[src/rtl/lsu_ram_master.sv]
// Load/store initiator for a synchronous single-cycle-read data RAM port.
// Handles byte/half/word at any byte address, splitting word-crossing accesses into two RAM cycles.
module lsu_ram_master #(
  parameter int ADDR_BITS = 14
) (
  input  logic        clk,
  input  logic        rst_n,
  input  logic        req_valid,
  output logic        req_ready,
  input  logic        req_we,
  input  logic [1:0]  req_size,
  input  logic        req_unsigned,
  input  logic [31:0] req_addr,
  input  logic [31:0] req_wdata,
  output logic        resp_valid,
  output logic        resp_err,
  output logic [31:0] resp_rdata,
  output logic [29:0] ram_addr,
  output logic [3:0]  ram_we,
  output logic [31:0] ram_din,
  input  logic [31:0] ram_dout,
  output logic [1:0]  dbg_state
);

  // Handshake: a request transfers on a rising edge where req_valid && req_ready;
  // req_ready is high only in IDLE. resp_valid is a one-cycle pulse with resp_err/resp_rdata.

  typedef enum logic [1:0] {
    S_IDLE = 2'd0,
    S_RD1  = 2'd1,
    S_RD2  = 2'd2,
    S_WR2  = 2'd3
  } state_t;

  localparam logic [31:0] HI_MASK = ~((32'd1 << ADDR_BITS) - 32'd1);

  state_t      r_state;
  state_t      w_state_next;
  logic [1:0]  r_off;
  logic [1:0]  r_size;
  logic        r_unsigned;
  logic        r_split;
  logic [29:0] r_addr_hi;
  logic [3:0]  r_hi_we;
  logic [31:0] r_hi_din;
  logic [31:0] r_low;
  logic        r_resp_valid;
  logic        r_resp_err;
  logic [31:0] r_resp_rdata;

  logic [2:0]  w_nbytes;
  logic [3:0]  w_lane4;
  logic [7:0]  w_mask8;
  logic [63:0] w_data64;
  logic [31:0] w_last;
  logic        w_fault;
  logic        w_split;
  logic        w_accept;
  logic [63:0] w_rd64;
  logic [31:0] w_sh32;
  logic [31:0] w_ext;
  logic        w_resp_valid_d;
  logic        w_resp_err_d;
  logic [31:0] w_resp_rdata_d;

  always_comb begin
    w_nbytes = 3'd4;
    w_lane4  = 4'b1111;
    case (req_size)
      2'd0: begin w_nbytes = 3'd1; w_lane4 = 4'b0001; end
      2'd1: begin w_nbytes = 3'd2; w_lane4 = 4'b0011; end
      default: ;
    endcase
  end

  assign w_mask8  = {4'b0000, w_lane4} << req_addr[1:0];
  assign w_data64 = {32'd0, req_wdata} << {req_addr[1:0], 3'b000};
  assign w_last   = req_addr + {29'd0, w_nbytes} - 32'd1;
  // Checking both ends covers the second word of a split access as well as address wrap.
  assign w_fault  = (req_size == 2'd3) | (|(req_addr & HI_MASK)) | (|(w_last & HI_MASK));
  assign w_split  = |w_mask8[7:4];
  assign w_accept = req_valid & (r_state == S_IDLE);

  assign w_rd64 = (r_state == S_RD2) ? {ram_dout, r_low} : {32'd0, ram_dout};
  assign w_sh32 = 32'(w_rd64 >> {r_off, 3'b000});

  always_comb begin
    w_ext = w_sh32;
    case (r_size)
      2'd0: w_ext = r_unsigned ? {24'd0, w_sh32[7:0]} : {{24{w_sh32[7]}}, w_sh32[7:0]};
      2'd1: w_ext = r_unsigned ? {16'd0, w_sh32[15:0]} : {{16{w_sh32[15]}}, w_sh32[15:0]};
      default: ;
    endcase
  end

  always_comb begin
    w_state_next   = r_state;
    w_resp_valid_d = 1'b0;
    w_resp_err_d   = 1'b0;
    w_resp_rdata_d = 32'd0;
    ram_addr       = req_addr[31:2];
    ram_we         = 4'b0000;
    ram_din        = w_data64[31:0];
    case (r_state)
      S_IDLE: begin
        if (w_accept) begin
          if (w_fault) begin
            w_resp_valid_d = 1'b1;
            w_resp_err_d   = 1'b1;
          end else if (req_we) begin
            ram_we = w_mask8[3:0];
            if (w_split) w_state_next = S_WR2;
            else         w_resp_valid_d = 1'b1;
          end else begin
            w_state_next = S_RD1;
          end
        end
      end
      S_RD1: begin
        ram_addr = r_addr_hi;
        if (r_split) begin
          w_state_next = S_RD2;
        end else begin
          w_state_next   = S_IDLE;
          w_resp_valid_d = 1'b1;
          w_resp_rdata_d = w_ext;
        end
      end
      S_RD2: begin
        w_state_next   = S_IDLE;
        w_resp_valid_d = 1'b1;
        w_resp_rdata_d = w_ext;
      end
      S_WR2: begin
        ram_addr       = r_addr_hi;
        ram_we         = r_hi_we;
        ram_din        = r_hi_din;
        w_state_next   = S_IDLE;
        w_resp_valid_d = 1'b1;
      end
      default: w_state_next = S_IDLE;
    endcase
    // The RAM must never see a write while reset is held, even with a request present.
    if (!rst_n) ram_we = 4'b0000;
  end

  always_ff @(posedge clk or negedge rst_n) begin
    if (!rst_n) begin
      r_state      <= S_IDLE;
      r_off        <= 2'd0;
      r_size       <= 2'd0;
      r_unsigned   <= 1'b0;
      r_split      <= 1'b0;
      r_addr_hi    <= 30'd0;
      r_hi_we      <= 4'd0;
      r_hi_din     <= 32'd0;
      r_low        <= 32'd0;
      r_resp_valid <= 1'b0;
      r_resp_err   <= 1'b0;
      r_resp_rdata <= 32'd0;
    end else begin
      r_state      <= w_state_next;
      r_resp_valid <= w_resp_valid_d;
      r_resp_err   <= w_resp_err_d;
      r_resp_rdata <= w_resp_rdata_d;
      if (w_accept) begin
        r_off      <= req_addr[1:0];
        r_size     <= req_size;
        r_unsigned <= req_unsigned;
        r_split    <= w_split;
        r_addr_hi  <= req_addr[31:2] + 30'd1;
        r_hi_we    <= w_mask8[7:4];
        r_hi_din   <= w_data64[63:32];
      end
      if (r_state == S_RD1) r_low <= ram_dout;
    end
  end

  assign req_ready  = (r_state == S_IDLE);
  assign resp_valid = r_resp_valid;
  assign resp_err   = r_resp_err;
  assign resp_rdata = r_resp_rdata;
  assign dbg_state  = r_state;

endmodule

[config.mk]
export PLATFORM = sky130hd
export DESIGN_NAME = lsu_ram_master
export DESIGN_NICKNAME = d
export VERILOG_FILES = /design/src/rtl/lsu_ram_master.sv
export SDC_FILE = /design/constraint.sdc
export NUM_CORES = 1
export LEC_CHECK = 0
export CAP_MARGIN = 25
export CORE_MARGIN = 8
export CORE_UTILIZATION = 50
export CTS_CLUSTER_DIAMETER = 60
export DETAILED_ROUTE_END_ITERATION = 10
export DONT_BUFFER_PORTS = 1
export HOLD_SLACK_MARGIN = 0.05
export SLEW_MARGIN = 20
export SYNTH_ARGS = -nofsm -noshare
export SYNTH_HDL_FRONTEND = slang
export SYNTH_SLANG_ARGS = --single-unit
[constraint.sdc]
create_clock -name clk -period 5.6 [get_ports clk]
set_clock_uncertainty 0.15 [all_clocks]
set_input_delay 0.56 -clock clk [delete_from_list [all_inputs] [get_ports clk]]
set_output_delay 0.56 -clock clk [all_outputs]
set_load 0.05 [all_outputs]
Word-level counts from Yosys, hierarchy flattened. Index checks and enable logic that the tools add are counted.

Shift-type cells: 3. Magnitude comparators: 0. Equality and inequality tests: 9. Multiply operators: 0. Bitwise gates (word level): 3. Div/mod/pow operators: 0. Reduce and logical (&&, ||, !) cells: 9. Mux-type cells: 30. Add/subtract/negate cells: 3.

Operators by type and width (number): $mux W32 (4); $pmux W32 S2 (2); $mux W64 (1); $shl A32 B5 Y64 (1); $shr A64 B5 Y32 (1); $reduce_or A18 Y1 (2); $add A32 B3 Y32 (1); $sub A32 B1 Y32 const B (1); $add A30 B1 Y30 const B (1); $mux W30 (1); $mux W4 (4); $pmux W4 S2 (2); $mux W2 (5); $mux W1 (8); $shl A4 B2 Y8 (1); $eq A2 B1 Y1 const B (3); $eq A2 B2 Y1 const B (3); $logic_not A2 Y1 (3); $pmux W2 S3 (1); $pmux W3 S2 (1); $reduce_or A2 Y1 (2); $reduce_or A4 Y1 (1); $ne A3 B2 Y1 const B (1); $pmux W1 S3 (1); other kinds (5) (6).

Register bits after elaboration: 140. ROM bits: 0. Memory bits (writable): 0. Output and inout bits: 103. Bits in latches: 0. Input bits: 103. Memories kept: 0. Logic and storage cells: 69.

Longest topological paths before layout. Gate-level depths: netlist of the first run.

Depth after elaboration: 10. Mapped depth: 18. Gate-level depth less buffers: 15.

Worst setup path after synthesis of the first run. Ideal clock, no wire load.

Path type: input -> output. Start point: in req_addr[1]. End point: out ram_we[3]. Arrival: 4.298 ns. Stages: 18. Buffers on the path: 4. Data required time: 4.890 ns. Path slack: 0.592 ns. Cell sequence: clkbuf_1 -> inv_1 -> clkbuf_1 -> clkbuf_1 -> ha_1 -> inv_1 -> ha_1 -> nand4b_1 -> o221ai_1 -> a221oi_1 -> nor2_1 -> nand2_1 -> mux2_2 -> nor4_1 -> and4_1 -> buf_4 -> nand3_1 -> a21oi_1.

Word-level cells in the longest chain between the ends: 8. Elaborated cells on any way between the ends: 10. Classes of those cells: add/sub (2); shift (1); mux (5); bitwise (1); reduce/logical (1).

RTL lines: from (decl) (line 13) `input logic [31:0] req_addr,`; $add A32 B3 Y32 (line 78) `assign w_last = req_addr + {29'd0, w_nbytes} - 32'd1;`; $sub A32 B1 Y32 (line 78); $reduce_or A18 Y1 (line 80) `assign w_fault = (req_size == 2'd3) | (|(req_addr & HI_MASK)) | (|(w_last & HI_MASK));`; $or A1 B1 Y1 (line 80); $mux W4 (*) (line 107) `if (w_fault) begin`; $mux W4 (*) (line 106) `if (w_accept) begin`; $pmux W4 S2 (*) (line 104) `case (r_state)`; $mux W4 (*) (line 144) `if (!rst_n) ram_we = 4'b0000;`; to (decl) (line 19) `output logic [3:0] ram_we,`.

Mark *: on every way between the ends. The rest lies on a longest branch, timed or not.

Final worst setup path of the first run.
Start point: in req_size[1]. End point: out ram_we[2].

Word-level cells in the longest chain between the ends: 10. Elaborated cells on any way between the ends: 16. Classes of those cells: add/sub (2); eq/ne (2); shift (1); mux (7); bitwise (2); reduce/logical (2).

RTL lines: from (decl) (line 11) `input logic [1:0] req_size,`; $eq A2 B1 Y1 or $logic_not A2 Y1 (tied branches) (line 69) `case (req_size)`; $pmux W3 S2 (line 69); $add A32 B3 Y32 (line 78); $sub A32 B1 Y32 (line 78); $reduce_or A18 Y1 (line 80); $or A1 B1 Y1 (line 80); $mux W4 (*) (line 107); $mux W4 (*) (line 106); $pmux W4 S2 (*) (line 104); $mux W4 (*) (line 144).

Marks and branches as above.

==> impl_metrics.yaml, run 1 <==
outcome:
  status: "finished clean"
floorplanning:
  core_um2: 20000
  row_count: 52
  die_x_um: 158
  die_y_um: 158
  start_util: 0.503
  die-area_um2: 24900
  ios: 206
drt:
  drt_iter0_drc: 475
  wire_per_inst_um: 20.1
  num_vias: 8282
  viasPerCell: 5.93
  route.detailed.drc: 0
  ant_nets: 0
  routed_wl_um: 28100
  drt_first_pass_iters: 5
worst_hold_path:
  min_from: "req_size[0]"
  hold_path_end: "r_size[0]"
  hold_depth: 2
  hp-class: "in2reg"
synthesis:
  synth_area_um2: 10100
  avgSynthCellArea_um2: 8.78
  synth_edf_count: 0
  synthTopCellsByArea: "dfrtp_1, mux2_2, ha_1, nand2_1, o21ai_0"
  synthMostInstantiatedCell: "nand2_1"
  synthFlopType: "dfrtp_1"
  yosysWarnings: 0
  synth-seq-cells: 131
  synth_top_area_frac: 0.326
  syn_inst: 1145
  yosysTopAreaCell: "dfrtp_1"
  seq_area_frac_synth: 0.326
  synth_common_cells: "nand2_1, dfrtp_1, o21ai_0"
  syn_nets: 1320
  yosysUniqueCellTypes: 78
  ys_async_sr_fraction: 1.00
cts:
  cts_hold_buffers: 2
  clk_pin_slew_ns: 0.06
  clockBufferDepth: 2
  ctsResizeCount: 0
  cts_setup_buffers: 0
  insertion_delay_ns: 0.42
  root_buffer: "clkbuf_16"
  cts_tree: "yes"
  numCtsBuffers: 17
  htreeDepth: 4
  cts.sinks: 131
timing:
  relSlewSlack: 0.273
  drv_slew: 0
  fmax_ghz: 0.225
  finalSetupViolCount: 0
  rsz0062_at_grt: "false"
  fin_setup_tns_ns: 0
  fin_crit_sh: 0.795
  fin_crit_ns: 4.45
  final-hold-violation-count: 0
  holdWs_ns: 0.101
  worst_slew_pin_slew_ns: 1.09
grt:
  antenna_found_initial: 0
  overflow: 0
  grt_pass1_vias: 8164
  grt_pass1_wl_um: 44600
  grt_max_degree: 132
  grt_usage: 0.225
worst_setup_path:
  cp.required_ns: 4.89
  crit_path_start_kind: "input port"
  path_cells: "inv_1, ha_1, inv_1, ha_1, a21oi_1, o221ai_1, a221oi_1, nor2_1, nand2_1, mux2_2, nor4_1, and4_1, nand2_1, o21ai_1, buf_4"
  crit_path_end_kind: "primary output"
  arrival_ns: 3.74
  r2r_cells: 7
  critPathMaxFanout: 6
  reg2reg_slack_ns: 2.00
  worst_path_max_delay_cell: "a221oi_1"
  cp_slowest_stage_delay_ns: 0.42
  worst-path-buf-inv: 3
  r2r-end: "resp_rdata[20]"
  crit_type: "in2out"
  critPathTopFamily: "simple AND/OR/NAND/NOR gates"
  r2r-start: "dbg_state[0]"
  cp_num_cells: 15
place:
  gp_congestion: 0.897
  placed_cell_area_um2: 10300
  portBuffers: 0
  dp_hpwl_um: 20600
finish:
  num-fill-cells: 1881
  layout-drive-gt1-share: 0.153
  areaGrowthSynthToFinish_pct: 8.75
  n_antenna_cell: 0
  nNetsFinal: 1289
  fin_area_um2: 10900
flow_run:
  max_cap_violations: 0
power_and_ir_drop:
  ir_drop_mv: 0.181
  powerDensity_nw_per_um2: 255
  p_leak_nw: 4.86
## report_power, final
| group | switching [W] | internal, W | total, W |
|---|---|---|---|
| clock network | 0.000479 | 0.000684 | 0.00116 |
| logic | 0.000387 | 0.000208 | 0.000595 |
| registers | 0.0000379 | 0.000988 | 0.00103 |
| total | 0.000904 | 0.00188 | 0.00278 |
## state kept, by name, indices dropped and copies added, names as in the netlist
name,cells
r_off,2
r_addr_hi,30
resp_rdata,32
r_unsigned,1
dbg_state,2
r_low,32
r_size,2
resp_err,1
r_split,1
r_hi_we,3
r_hi_din,24
resp_valid,1
## stage by stage
step	std cells	util	setup slack, ns	power (W)
2_1_floorplan	1145	-	0.592	0.00151
3_3_place_gp	1361	0.514	1.26	0.00161
3_5_place_dp	1362	0.514	1.13	0.00161
4_1_cts	1396	0.547	1.12	0.00281
5_1_grt	1397	0.547	0.790	0.00292
6_report	1397	0.547	1.15	0.00278
## placed cells by master, fill, tap and decap left out, types with 11 or more instances in the layout
cell type / count
a211oi_1: 22
ha_1: 70
a31oi_1: 15
nand2_1: 168
inv_1: 62
dfrtp_1: 130
mux2_2: 88
xnor2_1: 30
nand3_1: 22
a22o_1: 19
mux2i_1: 41
buf_4: 15
nor2_1: 60
o21ai_1: 22
and2_1: 14
a22oi_1: 11
a21oi_1: 72
o21ai_0: 78
clkbuf_16: 17
## cell type report
cell class / instances / area [um^2] / share of cell area
Clock buffer: 18 / 439 / 0.0402
Clock inverter: 14 / 168 / 0.0153
Inverter: 63 / 236 / 0.0216
Multi-Input combinational cell: 883 / 6310 / 0.577
Sequential cell: 131 / 3280 / 0.300
Tap cell: 270 / 338 / 0.0309
Timing Repair Buffer: 18 / 161 / 0.0148
## cell families (layout without fill, tap and decap cells)
kind of cell / count (synthesis) / in the layout / share of synthesized area
AOI/OAI and AO/OA: 305 / 305 / 0.191
xor gates and xnor gates: 32 / 32 / 0.0279
adders and majority gates: 72 / 72 / 0.0896
buffers and inverters: 131 / 113 / 0.0512
DFF: 131 / 131 / 0.326
muxes: 137 / 137 / 0.157
and+or+nand+nor: 337 / 337 / 0.157
## per-layer routing
| metal | share of wire | GRT usage | wire length, um | vias to the layer above |
|---|---|---|---|---|
| li1 | - | - | - | 4021 |
| met1 | 0.43 | 0.282 | 12000 | 4000 |
| met2 | 0.49 | 0.380 | 13800 | 214 |
| met3 | 0.058 | 0.0489 | 1630 | 47 |
| met4 | 0.024 | 0.0716 | 675 | 0 |
| met5 | 0 | 0 | 0 | - |
## worst register-to-register path, stage by stage (launching register included)
cell,delay (ns)
dfrtp_1,0.76
ha_1,0.76
buf_4,0.42
a21o_1,0.19
nand2_1,0.44
o21bai_1,0.34
buf_4,0.23
a21oi_1,0.22
## worst max path at each step
stage                start        end  slack (ns)
2_1_floorplan  req_addr[1]  ram_we[3]        0.59
3_3_place_gp   req_size[1]  ram_we[0]        1.26
3_5_place_dp   req_size[1]  ram_we[0]        1.13
4_1_cts        req_size[1]  ram_we[0]        1.12
5_1_grt        req_size[1]  ram_we[2]        0.79
6_report       req_size[1]  ram_we[2]        1.15
Power figures use the tool's default switching activity.
==> inputs of run 2 (changes only) <==
- ABC_AREA: unset -> 1
- clock period: 5.6 -> 4.4 ns (I/O delays scaled with it)
==> run 2 against run 1 <==
Net effect:
- largest cell class unchanged
- area after synthesis increased by 5.1%
- sequential power increased by 25%
- combinational power increased by 59%
- routed wire length increased by 29%
- worst setup slack got worse by 0.59 ns
==> impl_metrics.yaml, run 2 <==
timing:
  final-hold-violation-count: 0
  fin_crit_sh: 0.873
  relSlewSlack: 0.467
  fin_crit_ns: 3.84
  holdWs_ns: 0.0604
  drv_slew: 0
  worst_slew_pin_slew_ns: 0.800
  rsz0062_at_grt: "false"
  finalSetupViolCount: 0
  fmax_ghz: 0.260
  fin_setup_tns_ns: 0
  fin_ws_ns: 0.558
cts:
  cts.sinks: 131
  clk_pin_slew_ns: 0.06
  clockBufferDepth: 2
  root_buffer: "clkbuf_16"
  ctsResizeCount: 0
  insertion_delay_ns: 0.42
  cts_tree: "yes"
  htreeDepth: 4
  numCtsBuffers: 17
synthesis:
  avgSynthCellArea_um2: 6.57
  synth-seq-cells: 131
  synth.mux.area_fraction: 0.00853
  ys_async_sr_fraction: 1.00
  syn_nets: 1783
  yosysWarnings: 0
  synth_top_area_frac: 0.310
  seq_area_frac_synth: 0.310
  synth_fa_ha_area_frac: 0.0853
  synth_top_family_by_area: "simple AND/OR/NAND/NOR gates"
  synthTopCellsByArea: "dfrtp_1, nand2_1, ha_1, inv_1, o21ai_0"
  yosysUniqueCellTypes: 42
  synth_xor_xnor_area_share: 0.0216
  synthMostInstantiatedCell: "nand2_1"
  synthSimpleGateAreaFrac: 0.289
  yosysTopAreaCell: "dfrtp_1"
  synth_compound_area_frac: 0.176
  synth_area_um2: 10600
  synth_edf_count: 0
  synth_common_cells: "nand2_1, inv_1, nor2_1"
  synthFlopType: "dfrtp_1"
  syn_inst: 1608
finish:
  layout_commonest_cell: "nand2_1"
  layout_common_cells: "nand2_1, inv_1, nor2_1"
  final_cells: 1968
  layout-drive-gt1-share: 0.110
  num-fill-cells: 2019
  seq_area_um2: 3280
  n_antenna_cell: 0
  areaGrowthSynthToFinish_pct: 16.3
  multi_input_comb_area_um2: 6150
  nNetsFinal: 1855
worst_setup_path:
  crit_path_start_kind: "flop"
  arrival_ns: 3.25
  r2r_cells: 12
  crit_start: "dbg_state[1]"
  reg2reg_slack_ns: 1.25
  worst-path-buf-inv: 3
  critPathMaxFanout: 16
  r2r-end: "resp_rdata[18]"
  critPathTopFamily: "buffers and inverters"
  path_cells: "buf_4, ha_1, clkinv_1, nand2_1, o221ai_1, buf_4"
  crit_path_end_kind: "primary output"
  worst_path_max_delay_cell: "ha_1"
  crit_type: "reg2out"
  cp_common_cell: "buf_4"
  cp_slowest_stage_delay_ns: 0.66
  r2r-start: "dbg_state[0]"
  cp.required_ns: 3.81
floorplanning:
  start_util: 0.506
  die_x_um: 161
  die_y_um: 161
  die-area_um2: 26000
  core_um2: 20900
  ios: 206
  row_count: 53
drt:
  routed_wl_um: 36200
  ant_nets: 0
  viasPerCell: 5.48
  drt_iter0_drc: 1125
  drt_first_pass_iters: 7
  num_vias: 10800
  wire_per_inst_um: 18.4
  route.detailed.drc: 0
worst_hold_path:
  hp-class: "in2reg"
  min_from: "req_wdata[26]"
  hold_path_end: "r_hi_din[18]"
  hold_depth: 2
grt:
  grt_pass1_wl_um: 57800
  overflow: 0
  antenna_found_initial: 0
  grt_pass1_vias: 10600
  grt_usage: 0.277
  grt_max_degree: 132
place:
  pre_cts_slack_ns: 0.703
  dp.cells: 1901
  gp_congestion: 0.955
  dp_hpwl_um: 27000
  portBuffers: 0
flow_run:
  max_cap_violations: 0
power_and_ir_drop:
  p_leak_nw: 6.31
  p_total_w: 0.00373
  powerDensity_nw_per_um2: 304
  ir_drop_mv: 0.248
outcome:
  status: "finished clean"
[run 2: cell types whose count changed in the layout (fill, tap and decap cells not counted), sizes merged, moves of 44 or more]
cell / previous run / this run
buf: 17 / 84
mux2: 88 / 0
nor2: 61 / 158
nand3: 22 / 73
nand2: 169 / 475
o22ai: 2 / 46
inv: 70 / 244
[run 2: area by class of cell]
type,instances,share of cell area
multi-input cells,1174,0.501
flip-flops and latches,131,0.267
repair buffers,118,0.0817
inverters,238,0.0728
clock buffers,18,0.0358
well taps,275,0.0280
clock inverters,14,0.0135
[run 2: worst max-delay path by stage]
stage                  endpoint  slack, ns  cells after the start
floorplan             ram_we[3]       0.07                     19
global placement      ram_we[0]       0.75                     20
detailed placement    ram_we[0]       0.70                     19
CTS                 ram_din[21]       0.59                      6
global route          ram_we[1]       0.38                     19
finish              ram_din[17]       0.56                      6
[run 2: metal layers]
layer  wire length [um]  vias up  GRT usage
met5                  0        -          0
met3               2370       74     0.0438
li1                   -     5315          -
met1              15100     4982      0.347
met4                991        0     0.0960
met2              17800      408      0.476
[run 2: kinds of logic after synthesis]
logic type	after synthesis
compound gates	327
xor+xnor	26
fa+ha+maj	72
buf+inv	303
flops	131
mux	9
simple gates	740
[run 2: repair_timing]
action	4_1_cts	5_1_grt
setup buffers	0	0
hold endpoints to repair	163	0
hold buffers	35	0
[run 2: through the flow]
stage	cell area, um^2	utilization
2_1_floorplan	10600	-
3_5_place_dp	11300	0.541
4_1_cts	12300	0.588
6_report	12300	0.588
5_1_grt	12300	0.588
3_3_place_gp	11300	0.541
[run 2: where the power goes]
group,internal (W),switching [W],leakage [nW]
combinational,0.000292,0.000655,4.46
clock,0.000869,0.000623,0.285
sequential,0.00126,0.0000360,1.56
